--- src/rtl/voice_mixer_if.sv ---
// Sample/register bus of voice_mixer: sample strobe, packed voice samples,
// register access port and the mixed-sample output.
interface voice_mixer_if #(
    parameter int NUM_VOICES   = 8,
    parameter int SAMPLE_WIDTH = 24
);
    logic                                 i_SampleStrobe;
    logic [NUM_VOICES*SAMPLE_WIDTH-1:0]   i_VoiceSamples;
    logic [11:0]                          i_RegisterNumber;
    logic [23:0]                          i_RegisterValue;
    logic                                 i_RegisterWriteEnable;
    logic                                 i_RegisterReadEnable;
    logic [23:0]                          o_RegisterReadData;
    logic                                 o_RegisterReadValid;
    logic signed [SAMPLE_WIDTH-1:0]       o_Sample;
    logic                                 o_SampleValid;
    logic                                 o_Busy;

    modport slave (
        input  i_SampleStrobe, i_VoiceSamples, i_RegisterNumber, i_RegisterValue,
               i_RegisterWriteEnable, i_RegisterReadEnable,
        output o_RegisterReadData, o_RegisterReadValid, o_Sample, o_SampleValid, o_Busy
    );

    modport master (
        output i_SampleStrobe, i_VoiceSamples, i_RegisterNumber, i_RegisterValue,
               i_RegisterWriteEnable, i_RegisterReadEnable,
        input  o_RegisterReadData, o_RegisterReadValid, o_Sample, o_SampleValid, o_Busy
    );
endinterface

--- src/rtl/voice_mixer.sv ---
// Serial per-voice gain/mute mixer with master attenuation, saturation and a register block.
// Optional build macro VOICE_MIXER_ROUND_EN: round half up before the final shift.
module voice_mixer #(
    parameter int NUM_VOICES   = 8,
    parameter int SAMPLE_WIDTH = 24,
    parameter int GAIN_WIDTH   = 8
) (
    input  logic          i_Clock,
    input  logic          i_Reset_n,
    voice_mixer_if.slave  bus
);
    localparam int ACC_W  = SAMPLE_WIDTH + GAIN_WIDTH + $clog2(NUM_VOICES) + 2;
    localparam int PROD_W = SAMPLE_WIDTH + GAIN_WIDTH + 1;

    typedef enum logic [1:0] {ST_IDLE, ST_ACCUM, ST_SCALE} state_t;

    logic [5:0] voice_id, reg_id;
    assign voice_id = bus.i_RegisterNumber[11:6];
    assign reg_id   = bus.i_RegisterNumber[5:0];

    logic [NUM_VOICES*GAIN_WIDTH-1:0] gain_all;
    logic [NUM_VOICES-1:0]            mute_all;
    logic [2:0]                       master_shift_reg;
    logic                             overrun_reg, clipped_reg;
    logic                             unused_wdata;
    assign unused_wdata = ^bus.i_RegisterValue;

    for (genvar gi = 1; gi <= NUM_VOICES; gi++) begin : g_voice
        logic [GAIN_WIDTH-1:0] gain_reg;
        logic                  mute_reg;
        logic                  sel;
        assign sel = bus.i_RegisterWriteEnable && (voice_id == 6'(gi));
        always_ff @(posedge i_Clock or negedge i_Reset_n) begin
            if (!i_Reset_n) begin
                gain_reg <= GAIN_WIDTH'(32);
                mute_reg <= 1'b0;
            end else if (sel && reg_id == 6'h08) begin
                gain_reg <= bus.i_RegisterValue[GAIN_WIDTH-1:0];
            end else if (sel && reg_id == 6'h09) begin
                mute_reg <= bus.i_RegisterValue[0];
            end
        end
        assign gain_all[gi*GAIN_WIDTH-1 -: GAIN_WIDTH] = gain_reg;
        assign mute_all[gi-1] = mute_reg;
    end

    always_ff @(posedge i_Clock or negedge i_Reset_n) begin
        if (!i_Reset_n)
            master_shift_reg <= 3'd0;
        else if (bus.i_RegisterWriteEnable && bus.i_RegisterNumber == 12'h000)
            master_shift_reg <= bus.i_RegisterValue[2:0];
    end

    // Readback mux; registered below so a same-cycle write is not yet visible.
    logic [23:0] rd_mux;
    always_comb begin
        rd_mux = '0;
        if (voice_id == 6'd0) begin
            if (reg_id == 6'h00)      rd_mux = 24'(master_shift_reg);
            else if (reg_id == 6'h01) rd_mux = {22'd0, clipped_reg, overrun_reg};
        end else begin
            for (int v = 1; v <= NUM_VOICES; v++) begin
                if (voice_id == 6'(v)) begin
                    if (reg_id == 6'h08)      rd_mux = 24'(gain_all[v*GAIN_WIDTH-1 -: GAIN_WIDTH]);
                    else if (reg_id == 6'h09) rd_mux = {23'd0, mute_all[v-1]};
                end
            end
        end
    end

    always_ff @(posedge i_Clock or negedge i_Reset_n) begin
        if (!i_Reset_n) begin
            bus.o_RegisterReadData  <= '0;
            bus.o_RegisterReadValid <= 1'b0;
        end else begin
            bus.o_RegisterReadValid <= bus.i_RegisterReadEnable;
            if (bus.i_RegisterReadEnable)
                bus.o_RegisterReadData <= rd_mux;
        end
    end

    state_t                           state_reg;
    logic [5:0]                       index_reg;
    logic signed [ACC_W-1:0]          acc_reg;
    logic [NUM_VOICES*SAMPLE_WIDTH-1:0] snap_samples_reg;
    logic [NUM_VOICES*GAIN_WIDTH-1:0] snap_gain_reg;
    logic [NUM_VOICES-1:0]            snap_mute_reg;
    logic [2:0]                       snap_shift_reg;

    logic signed [SAMPLE_WIDTH-1:0]   cur_sample;
    logic [GAIN_WIDTH-1:0]            cur_gain;
    logic                             cur_mute;
    always_comb begin
        cur_sample = '0;
        cur_gain   = '0;
        cur_mute   = 1'b1;
        for (int v = 1; v <= NUM_VOICES; v++) begin
            if (index_reg == 6'(v)) begin
                cur_sample = snap_samples_reg[v*SAMPLE_WIDTH-1 -: SAMPLE_WIDTH];
                cur_gain   = snap_gain_reg[v*GAIN_WIDTH-1 -: GAIN_WIDTH];
                cur_mute   = snap_mute_reg[v-1];
            end
        end
    end

    logic signed [PROD_W-1:0] prod_raw, prod;
    logic signed [ACC_W-1:0]  acc_sum;
    assign prod_raw = cur_sample * $signed({1'b0, cur_gain});
    assign prod     = cur_mute ? '0 : prod_raw;
    assign acc_sum  = acc_reg + $signed({{(ACC_W-PROD_W){prod[PROD_W-1]}}, prod});

    logic [7:0]                     shamt;
    logic signed [ACC_W-1:0]        acc_biased, acc_shift;
    logic [ACC_W-SAMPLE_WIDTH:0]    upper;
    logic                           fits;
    logic signed [SAMPLE_WIDTH-1:0] sat_value;
    assign shamt = 8'(GAIN_WIDTH) + 8'(snap_shift_reg);
`ifdef VOICE_MIXER_ROUND_EN
    assign acc_biased = acc_reg + (ACC_W'(1) << (shamt - 8'd1));
`else
    assign acc_biased = acc_reg;
`endif
    assign acc_shift = acc_biased >>> shamt;
    // The shifted value fits when every bit above the output sign bit matches it.
    assign upper     = acc_shift[ACC_W-1:SAMPLE_WIDTH-1];
    assign fits      = (&upper) | ~(|upper);
    assign sat_value = fits ? acc_shift[SAMPLE_WIDTH-1:0]
                            : {acc_shift[ACC_W-1], {(SAMPLE_WIDTH-1){~acc_shift[ACC_W-1]}}};

    logic status_rd, overrun_set, clip_set;
    assign status_rd   = bus.i_RegisterReadEnable && bus.i_RegisterNumber == 12'h001;
    assign overrun_set = bus.i_SampleStrobe && state_reg != ST_IDLE;
    assign clip_set    = state_reg == ST_SCALE && !fits;

    always_ff @(posedge i_Clock or negedge i_Reset_n) begin
        if (!i_Reset_n) begin
            state_reg        <= ST_IDLE;
            index_reg        <= '0;
            acc_reg          <= '0;
            snap_samples_reg <= '0;
            snap_gain_reg    <= '0;
            snap_mute_reg    <= '0;
            snap_shift_reg   <= '0;
            overrun_reg      <= 1'b0;
            clipped_reg      <= 1'b0;
            bus.o_Sample     <= '0;
            bus.o_SampleValid <= 1'b0;
            bus.o_Busy       <= 1'b0;
        end else begin
            bus.o_SampleValid <= 1'b0;
            // A status event in the same cycle as its read keeps the bit set.
            overrun_reg <= overrun_set | (overrun_reg & ~status_rd);
            clipped_reg <= clip_set    | (clipped_reg & ~status_rd);
            case (state_reg)
                ST_IDLE: begin
                    if (bus.i_SampleStrobe) begin
                        snap_samples_reg <= bus.i_VoiceSamples;
                        snap_gain_reg    <= gain_all;
                        snap_mute_reg    <= mute_all;
                        snap_shift_reg   <= master_shift_reg;
                        acc_reg          <= '0;
                        index_reg        <= 6'd1;
                        bus.o_Busy       <= 1'b1;
                        state_reg        <= ST_ACCUM;
                    end
                end
                ST_ACCUM: begin
                    acc_reg <= acc_sum;
                    if (index_reg == 6'(NUM_VOICES))
                        state_reg <= ST_SCALE;
                    else
                        index_reg <= index_reg + 6'd1;
                end
                ST_SCALE: begin
                    bus.o_Sample      <= sat_value;
                    bus.o_SampleValid <= 1'b1;
                    bus.o_Busy        <= 1'b0;
                    state_reg         <= ST_IDLE;
                end
                default: state_reg <= ST_IDLE;
            endcase
        end
    end
endmodule

--- src/flat_wrapper.sv ---
// flat-port wrapper written by rule: the top's interface ports become plain ports
module voice_mixer_flat 
#(
    parameter int NUM_VOICES   = 8,
    parameter int SAMPLE_WIDTH = 24,
    parameter int GAIN_WIDTH   = 8
)
  (i_Clock, i_Reset_n, bus_i_SampleStrobe, bus_i_VoiceSamples, bus_i_RegisterNumber, bus_i_RegisterValue, bus_i_RegisterWriteEnable, bus_i_RegisterReadEnable, bus_o_RegisterReadData, bus_o_RegisterReadValid, bus_o_Sample, bus_o_SampleValid, bus_o_Busy);
  voice_mixer_if #(.NUM_VOICES(NUM_VOICES), .SAMPLE_WIDTH(SAMPLE_WIDTH)) bus_i ();
  input  logic i_Clock;
  input  logic i_Reset_n;
  input wire logic [$bits(bus_i.i_SampleStrobe)-1:0] bus_i_SampleStrobe;
  input wire logic [$bits(bus_i.i_VoiceSamples)-1:0] bus_i_VoiceSamples;
  input wire logic [$bits(bus_i.i_RegisterNumber)-1:0] bus_i_RegisterNumber;
  input wire logic [$bits(bus_i.i_RegisterValue)-1:0] bus_i_RegisterValue;
  input wire logic [$bits(bus_i.i_RegisterWriteEnable)-1:0] bus_i_RegisterWriteEnable;
  input wire logic [$bits(bus_i.i_RegisterReadEnable)-1:0] bus_i_RegisterReadEnable;
  output wire logic [$bits(bus_i.o_RegisterReadData)-1:0] bus_o_RegisterReadData;
  output wire logic [$bits(bus_i.o_RegisterReadValid)-1:0] bus_o_RegisterReadValid;
  output wire logic [$bits(bus_i.o_Sample)-1:0] bus_o_Sample;
  output wire logic [$bits(bus_i.o_SampleValid)-1:0] bus_o_SampleValid;
  output wire logic [$bits(bus_i.o_Busy)-1:0] bus_o_Busy;
  assign bus_i.i_SampleStrobe = bus_i_SampleStrobe;
  assign bus_i.i_VoiceSamples = bus_i_VoiceSamples;
  assign bus_i.i_RegisterNumber = bus_i_RegisterNumber;
  assign bus_i.i_RegisterValue = bus_i_RegisterValue;
  assign bus_i.i_RegisterWriteEnable = bus_i_RegisterWriteEnable;
  assign bus_i.i_RegisterReadEnable = bus_i_RegisterReadEnable;
  assign bus_o_RegisterReadData = bus_i.o_RegisterReadData;
  assign bus_o_RegisterReadValid = bus_i.o_RegisterReadValid;
  assign bus_o_Sample = bus_i.o_Sample;
  assign bus_o_SampleValid = bus_i.o_SampleValid;
  assign bus_o_Busy = bus_i.o_Busy;
  voice_mixer #(.NUM_VOICES(NUM_VOICES), .SAMPLE_WIDTH(SAMPLE_WIDTH), .GAIN_WIDTH(GAIN_WIDTH)) u_core (.i_Clock(i_Clock), .i_Reset_n(i_Reset_n), .bus(bus_i));
endmodule
--- config.mk ---
export PLATFORM = sky130hd
export DESIGN_NAME = voice_mixer_flat
export DESIGN_NICKNAME = d
export VERILOG_FILES = /design/src/rtl/voice_mixer_if.sv /design/src/rtl/voice_mixer.sv /design/src/flat_wrapper.sv
export SDC_FILE = /design/constraint.sdc
export NUM_CORES = 1
export LEC_CHECK = 0
export BUFFER_PORTS_ARGS = -buffer_cell sky130_fd_sc_hd__buf_2
export CORE_UTILIZATION = 60
export DETAILED_ROUTE_END_ITERATION = 10
export GPL_TIMING_DRIVEN = 1
export PLACE_DENSITY = 0.81
export SETUP_SLACK_MARGIN = 0.4
export SYNTH_ARGS = -nofsm -noshare
export SYNTH_HDL_FRONTEND = slang
export SYNTH_SLANG_ARGS = --single-unit
--- constraint.sdc ---
create_clock -name i_Clock -period 27.2 [get_ports i_Clock]
set_clock_uncertainty 0.1 [all_clocks]
set_input_delay 6.8 -clock i_Clock [delete_from_list [all_inputs] [get_ports i_Clock]]
set_output_delay 6.8 -clock i_Clock [all_outputs]
set_load 0.02 [all_outputs]
* Word level (Yosys, flattened, before mapping)
Cells that the tools add are included.
** Word-level totals
- Memory bits (writable) :: 0
- Register bits :: 440
- Logic and storage cells :: 193
- Input port bits :: 233
- Bits in read-only memories :: 0
- Output and inout port bits :: 51
- Latch bits :: 0
- Memories kept :: 0
** Cells by class
- Div/mod/pow operators :: 0
- Reduce and logical (&&, ||, !) cells :: 51
- $add $sub $neg :: 3
- $mul :: 1
- Shift-type cells :: 1
- Multiplexer cells :: 65
- Bitwise operators :: 16
- Order comparisons :: 0
- Equal/unequal tests :: 25
** Operators with widths (count)
- $mux 24 :: 35
- $pmux 37 s2 :: 1
- $mux 8 :: 8
- $eq 6x3->1 const B :: 8
- $add 37x33->37 :: 1
- $mux 37 :: 1
- $sshr 37x8->37 :: 1
- $mul 24x9->33 :: 1
- $mux 33 :: 1
- $logic_and 1x1->1 :: 28
- $eq 6x2->1 const B :: 4
- $eq 6x4->1 const B :: 4
- $reduce_and 2->1 :: 12
- $eq 6x1->1 const B :: 3
- $reduce_and 14->1 :: 1
- $reduce_or 14->1 :: 1
- $eq 12x1->1 const B :: 1
- $logic_not 12->1 :: 1
- $logic_not 6->1 :: 2
- $mux 6 :: 2
- $pmux 6 s2 :: 1
- $mux 1 :: 11
- $not 1->1 :: 11
- $add 6x1->6 const B :: 1
- 14 further kinds :: 22

* Longest topological paths before layout
Gate-level depths: netlist of the first run.
- Depth in word-level cells :: 27
- Mapped depth :: 44
- Mapped depth without buffers :: 42

* Worst setup path before layout of the first run
No wires, ideal clock.
- Kind :: input port to flip-flop
- From :: input port bus_i_RegisterNumber[9]
- To :: register u_core.g_voice[7].gain_reg[0]
- Cell stages on the path :: 7
- Required time :: 26.975 ns
- Library setup time :: 0.125 ns
- Buffers on the path :: 2
- Path slack :: 18.107 ns
- Data arrival time :: 8.868 ns
- Path through :: or4b_2 > clkbuf_1 > or3_1 > nor2_1 > and2_1 > buf_2 > mux2_2
** On the way
- Word-level cells in the longest chain between the ends :: 3
** RTL lines
- from (decl) :: line flat_wrapper.sv:14 : input wire logic [$bits(bus_i.i_RegisterNumber)-1:0] bus_i_RegisterNumber;
- $eq 6x3->1 :: line voice_mixer.sv:32 : assign sel = bus.i_RegisterWriteEnable && (voice_id == 6'(gi));
- $logic_and 1x1->1 :: line voice_mixer.sv:32
- $logic_and 1x1->1 :: line voice_mixer.sv:37 : end else if (sel && reg_id == 6'h08) begin
- to (signal assigned) :: line voice_mixer.sv:38 : gain_reg <= bus.i_RegisterValue[GAIN_WIDTH-1:0];
- to (decl) :: line voice_mixer.sv:29 : logic [GAIN_WIDTH-1:0] gain_reg;
Every way passes these cells.
A chain may end at the register's enable or synchronous reset.

* Worst setup path in the final report of the first run
- From :: register u_core.index_reg[3]
- To :: register u_core.acc_reg[36], in the netlist u_core.acc_biased[36]
** On the way
- Word-level cells in the longest chain between the ends :: 13
- Elaborated cells between the ends (all ways) :: 36
- Classes of those cells :: add/sub: 1; mul: 1; eq/ne: 8; mux: 26
** RTL lines
- from (decl) :: line voice_mixer.sv:83 : logic [5:0] index_reg;
- from (signal assigned) :: line voice_mixer.sv:172 : index_reg <= index_reg + 6'd1;
- $eq 6x1->1 :: line voice_mixer.sv:98 : if (index_reg == 6'(v)) begin
- $mux 24 or $mux 8 (tied branches) (8 in series) :: line voice_mixer.sv:98
- $mul 24x9->33 :: line voice_mixer.sv:108 : assign prod_raw = cur_sample * $signed({1'b0, cur_gain});
- $mux 33 (*) :: line voice_mixer.sv:109 : assign prod = cur_mute ? '0 : prod_raw;
- $add 37x33->37 (*) :: line voice_mixer.sv:110 : assign acc_sum = acc_reg + $signed({{(ACC_W-PROD_W){prod[PROD_W-1]}}, prod});
- $pmux 37 s2 (*) :: line voice_mixer.sv:154 : case (state_reg)
- to (signal assigned) :: line voice_mixer.sv:168 : acc_reg <= acc_sum;
- to (decl) :: line voice_mixer.sv:84 : logic signed [ACC_W-1:0] acc_reg;
Every way passes the cells marked *; elsewhere a longest branch is shown, timed or not.

==> results of run 1 <==
-- worst min-delay path, delay by kind of cell, from the launching register on --
family / cells / cell delay (ns)
compound gates: 1 / 0.06
flops: 1 / 0.33
simple gates: 1 / 0.04
-- cells in the mapped netlist (10+ instances only) --
master	number	area (um2)
a211oi_1	39	293
a21o_1	26	195
a21oi_1	117	586
a221oi_1	44	385
a221oi_2	23	345
a22oi_1	50	375
and2_1	13	81.3
buf_1	11	41.3
buf_2	26	130
buf_4	21	158
clkbuf_1	122	458
dfrtp_1	416	10400
fa_1	151	3020
ha_1	104	1300
inv_1	243	912
mux2_2	107	1200
mux2i_1	20	200
mux4_2	17	383
nand2_1	887	3330
nand2b_1	12	75.1
nand3_1	44	220
nor2_1	286	1070
nor2b_1	10	62.6
nor3_1	18	90.1
o211ai_1	12	90.1
o21a_1	15	113
o21ai_0	100	500
o21bai_1	12	90.1
or2_1	10	62.6
or2_2	86	538
xnor2_1	36	315
xor2_1	22	193
-- layer usage --
metal | up-vias | global-route usage [%] | wire (um)
met5 | - | 0 | 0
met4 | 0 | 15.0 | 3210
met3 | 207 | 4.29 | 4050
met2 | 811 | 51.9 | 36400
met1 | 11600 | 40.5 | 29700
li1 | 10900 | - | -
-- where the power goes --
part | total (W) | internal, W | leakage (nW) | switching [W]
clock | 0.000640 | 0.000374 | 0.768 | 0.000266
sequential | 0.000632 | 0.000632 | 5.66 | 0.000000712
combinational | 0.0000420 | 0.0000138 | 9.96 | 0.0000281
total | 0.00131 | 0.00102 | 16.4 | 0.000295
-- stage by stage --
| stage | power [W] | setup WS [ns] | hold WS [ns] |
|---|---|---|---|
| finish | 0.00131 | 16.06 | 0.373 |
| global route | 0.00135 | 15.49 | 0.390 |
| CTS | 0.00132 | 16.41 | 0.377 |
| detailed placement | 0.000686 | 16.47 | 0.362 |
| global placement | 0.000685 | 16.66 | 0.357 |
| floorplan | 0.000652 | 18.11 | 0.339 |
-- cell type report --
class,instances,area [um2],share of cell area (%)
antenna,15,37.5,0.119
inverter,244,916,2.90
sequential,424,10600,33.6
clock buffer,68,1350,4.28
multi-input combinational,2388,16200,51.3
tap,607,759,2.40
clock inverter,16,185,0.586
timing repair buffer,282,1520,4.82
-- kinds of logic (layout without fill, tap and decap cells) --
family,Yosys count,after routing,synth area share (%)
AND/OR/NAND/NOR,1415,1415,20.9
other,1,31,0.0132
buffers and inverters,425,610,6.02
AO/OA/AOI/OAI,500,500,12.5
flip-flops,424,424,37.3
XOR/XNOR,58,58,1.79
adder cells (fa/ha/maj),255,255,15.2
multiplexers,144,144,6.29
-- final timing paths --
check | startpoint | to | slack, ns
max in group asynchronous | i_Reset_n | u_core.snap_shift_reg[2]$_DFFE_PN0P_ | 19.25
max | u_core.index_reg[3]$_DFFE_PN0P_ | u_core.acc_biased[36]$_DFFE_PN0P_ | 16.06
min | u_core.bus.o_Sample[18]$_DFFE_PN0P_ | u_core.bus.o_Sample[18]$_DFFE_PN0P_ | 0.37
max reg2reg | u_core.index_reg[3]$_DFFE_PN0P_ | u_core.acc_biased[36]$_DFFE_PN0P_ | 16.06
min in group asynchronous | i_Reset_n | u_core.snap_samples_reg[176]$_DFFE_PN0P_ | 6.14
min reg2reg | u_core.bus.o_Sample[18]$_DFFE_PN0P_ | u_core.bus.o_Sample[18]$_DFFE_PN0P_ | 0.37
==> impl_metrics.tcl, run 1 <==
set metrics [dict create \
    run_status "finished, final reports clean" \
    area_growth_pct 11.1 \
    cts-buffers-inserted 45 \
    grt_start_max_net_pins 220 \
    drive_gt1_share_pct 18.4 \
    cts-root-buf "clkbuf_16" \
    finalMaxSlewViolations 0 \
    crit_path_max_fanout 64 \
    syn_inst 3222 \
    ctsLongestPathBuffers 3 \
    grt_pass1_wl_mm 120 \
    synth_edf_count 0 \
    cts_num_sinks 424 \
    final_core_util_pct 67.7 \
    worst_setup_path_end_kind "register" \
    drt-vias-per-instance 5.83 \
    grt_pass1_vias 23800 \
    drt-total-wl_mm 73.4 \
    num_vias 23600 \
    syn_area_um2 28400 \
    largest_register_ffs 192 \
    hold_buffers 0 \
    cp_top_family "compound AO/OA/AOI/OAI gates" \
    coreArea_um2 46700 \
    fmax_ghz 0.0897 \
    ys_seq_area_share_pct 37.3 \
    track_usage_pct 31.2 \
    drt_pass1_iterations 6 \
    dieArea_um2 48300 \
    async_flop_share_pct 100 \
    layout_commonest_cell "nand2_1" \
    fillers 3758 \
    cp_slowest_cell "a221oi_2" \
    finalSetupTns_ns 0 \
    fin_cells 4044 \
    layout.nets 3873 \
    post_cts_resized 0 \
    slowest_delay_ns 0.69 \
    grt_antenna_before_repair 13 \
    cts_max_level 2 \
    io_pins 284 \
    final_cell_mix "885 x nand2_1, 416 x dfrtp_1, 286 x nor2_1" \
    holdPathStages 2 \
    crit_type "reg -> reg" \
    cts_setup_buffers 0 \
    synth_cell_types 86 \
    place_area_um2 30000 \
    drv_cap 0 \
    relSlewSlack_pct 18.3 \
    cp.depth 37 \
    setup_viol 0 \
    route.detailed.drc 0 \
    worst_pin_slew_ns 1.22 \
    port-buffer-count 251 \
    hold_violations 0 \
    clk_pin_slew_ns 0.06 \
    rsz0062_at_grt "false" \
    fp-row-count 79 \
    worst_hold_path_type "reg -> reg" \
    arrival_ns 11.49 \
    synth-seq-cells 424 \
    initial_core_util_pct 61.0 \
    required_ns 27.55 \
    yosys_warnings 0 \
    power_density_nw_per_um2 41.6 \
    fp.dieW_um 220 \
    finalCritPeriodShare_pct 41.0 \
    syn_area_per_cell_um2 8.83 \
    peakVddDrop_v 0.0000530 \
    startpoint_type "register" \
    drt_iter0_drc 2199 \
    route.antenna.remaining_nets 0 \
    dpl.cell_count 3944 \
    final_area_um2 31600 \
    cts_tree "built" \
    insertion_delay_ns 0.59 \
    dieHeight_um 220 \
    p_leak_nw 16.4 \
    path_buf_inv 5 \
    r2r_cells 37 \
    synth_flop_cell "dfrtp_1" \
    gp_congestion 0.938 \
    wl_per_cell_um 18.1 \
    fin_crit_ns 11.14 \
    gr-total-overflow 0 \
    hpwl_mm 52.3 \
]
No activity file was read; power rests on OpenSTA's default activity.
==> run 2: changes to the inputs <==
- CORE_UTILIZATION: 60 -> 55
- PLACE_DENSITY: 0.81 -> 0.78
- clock period: 27.2 -> 9.15 ns (I/O delays scaled with it)
==> run 2 against run 1 <==
The flow now finishes with violations (setup timing). Sequential share of layout area is 3.5 points lower. Combinational power grew to 3.0 times the previous value. Non-clock buffer count is 315 higher. First-iteration DRC count is 7.9% lower. Largest cell class unchanged. Largest power group unchanged.
==> impl_metrics.tcl, run 2 (synthesis results as in run 1) <==
set metrics [dict create \
    power_density_nw_per_um2 111 \
    clk_pin_slew_ns 0.06 \
    grt_antenna_before_repair 9 \
    power_frac_clock_pct 48.8 \
    cts_tree "built" \
    wl_per_cell_um 18.0 \
    route.antenna.remaining_nets 0 \
    cts_max_level 2 \
    timing.hold.ws_ns 0.374 \
    drt_pass1_iterations 6 \
    fp.dieW_um 229 \
    cp_slowest_cell "fa_1" \
    slowest_delay_ns 0.54 \
    fp-row-count 82 \
    final_core_util_pct 69.8 \
    finalMaxSlewViolations 0 \
    finalCritPeriodShare_pct 102 \
    dieHeight_um 229 \
    required_ns 9.50 \
    layout_commonest_cell "nand2_1" \
    design_power_total_w 0.00391 \
    r2r_slack_ns -0.17 \
    run_status "finished with violations" \
    rsz0062_at_grt "true" \
    combPwrFrac_pct 3.2 \
    dieArea_um2 52600 \
    drt-total-wl_mm 79.5 \
    route.detailed.drc 0 \
    startpoint_type "register" \
    largest_register_ffs 192 \
    drt-vias-per-instance 5.61 \
    cts-root-buf "clkbuf_16" \
    sw_frac_of_total_pct 21.9 \
    worst_setup_path_end_kind "register" \
    violations "setup timing" \
    worst_pin_slew_ns 1.22 \
    drv_cap 0 \
    internal_power_w 0.00306 \
    num_vias 24800 \
    final_cell_mix "882 x nand2_1, 416 x dfrtp_1, 311 x buf_4" \
    grt_start_max_net_pins 156 \
    coreArea_um2 50600 \
    hpwl_mm 54.9 \
    cts_num_sinks 424 \
    worst_hold_path_type "reg -> reg" \
    cts-buffers-inserted 45 \
    area_growth_pct 24.2 \
    insertion_delay_ns 0.59 \
    hold_violations 0 \
    port-buffer-count 251 \
    grt_pass1_wl_mm 126 \
    track_usage_pct 29.8 \
    drive_gt1_share_pct 29.3 \
    setup_viol 4 \
    initial_core_util_pct 56.2 \
    timing.final.ws_setup_ns -0.166 \
    seqPwrFrac_pct 48.1 \
    io_pins 284 \
    layout.nets 4188 \
    gr-total-overflow 0 \
    hold_buffers 0 \
    fmax_ghz 0.107 \
    pre_cts_ws_ns -0.354 \
    cp_common_cell "buf_4" \
    gp_congestion 0.909 \
    drt_iter0_drc 2025 \
    crit_type "reg -> reg" \
    relSlewSlack_pct 18.7 \
    ctsLongestPathBuffers 3 \
    crit_path_max_fanout 7 \
    grt_pass1_vias 25100 \
    p_leak_nw 18.2 \
    peakVddDrop_v 0.000146 \
    arrival_ns 9.66 \
    switchingPower_w 0.000855 \
    fin_crit_ns 9.32 \
]
run 2: area by class of cell:
class / instances / area, um2
Clock buffer: 70 / 1360
Multi-Input combinational cell: 2388 / 17200
Timing Repair Buffer: 597 / 4190
Clock inverter: 11 / 181
Antenna cell: 10 / 25.0
Tap cell: 672 / 841
Inverter: 244 / 916
Fill cell: 3701 / 15300
Sequential cell: 424 / 10600
run 2: worst paths after layout:
check / from / end / cells after the start
worst max-delay path: u_core.index_reg[0]$_DFFE_PN0P_ / u_core.acc_biased[36]$_DFFE_PN0P_ / 46
worst min-delay path: u_core.bus.o_Sample[16]$_DFFE_PN0P_ / u_core.bus.o_Sample[16]$_DFFE_PN0P_ / 2
worst max register to register: u_core.index_reg[0]$_DFFE_PN0P_ / u_core.acc_biased[36]$_DFFE_PN0P_ / 46
worst min register to register: u_core.bus.o_Sample[16]$_DFFE_PN0P_ / u_core.bus.o_Sample[16]$_DFFE_PN0P_ / 2
max in group asynchronous: i_Reset_n / u_core.snap_samples_reg[112]$_DFFE_PN0P_ / 2
min in group asynchronous: i_Reset_n / u_core.snap_samples_reg[177]$_DFFE_PN0P_ / 1
run 2: metal layers:
metal	GRT usage, %	vias up	routed length (um)
li1	-	11600	-
met1	37.9	12200	32100
met2	50.1	837	39300
met3	4.01	230	4160
met4	14.4	0	3950
met5	0	-	0
run 2: what timing repair did:
action / 4_1_cts / 5_1_grt
setup endpoints to repair: 15 / 23
gates resized for setup: 116 / 98
buffers inserted: 26 / 21
gates cloned: 3 / 2
pin swaps: 81 / 82
hold endpoints to repair: 0 / 0
run 2: power groups by stage:
stage	logic, W	registers [W]	clock network, W
2_1_floorplan	0.0000243	0.00192	0
3_3_place_gp	0.000124	0.00191	0
3_5_place_dp	0.000125	0.00191	0
4_1_cts	0.000126	0.00188	0.00192
5_1_grt	0.000137	0.00188	0.00200
6_report	0.000124	0.00188	0.00191
run 2: critical path: cells and delay by family (launching register included):
kind,cells,cell delay [ns]
flops,1,0.44
fa+ha+maj,7,2.69
compound gates,16,3.16
buf+inv,14,1.69
simple gates,9,1.05
run 2: per-stage QoR:
| stage | cells | area (um2) | setup TNS (ns) |
|---|---|---|---|
| finish | 4416 | 35300 | -0.398 |
| global route | 4415 | 35300 | -2.96 |
| CTS | 4383 | 34600 | 0 |
| detailed placement | 4273 | 32200 | -0.526 |
| global placement | 4273 | 32200 | -0.318 |
| floorplan | 3237 | 28500 | 0 |
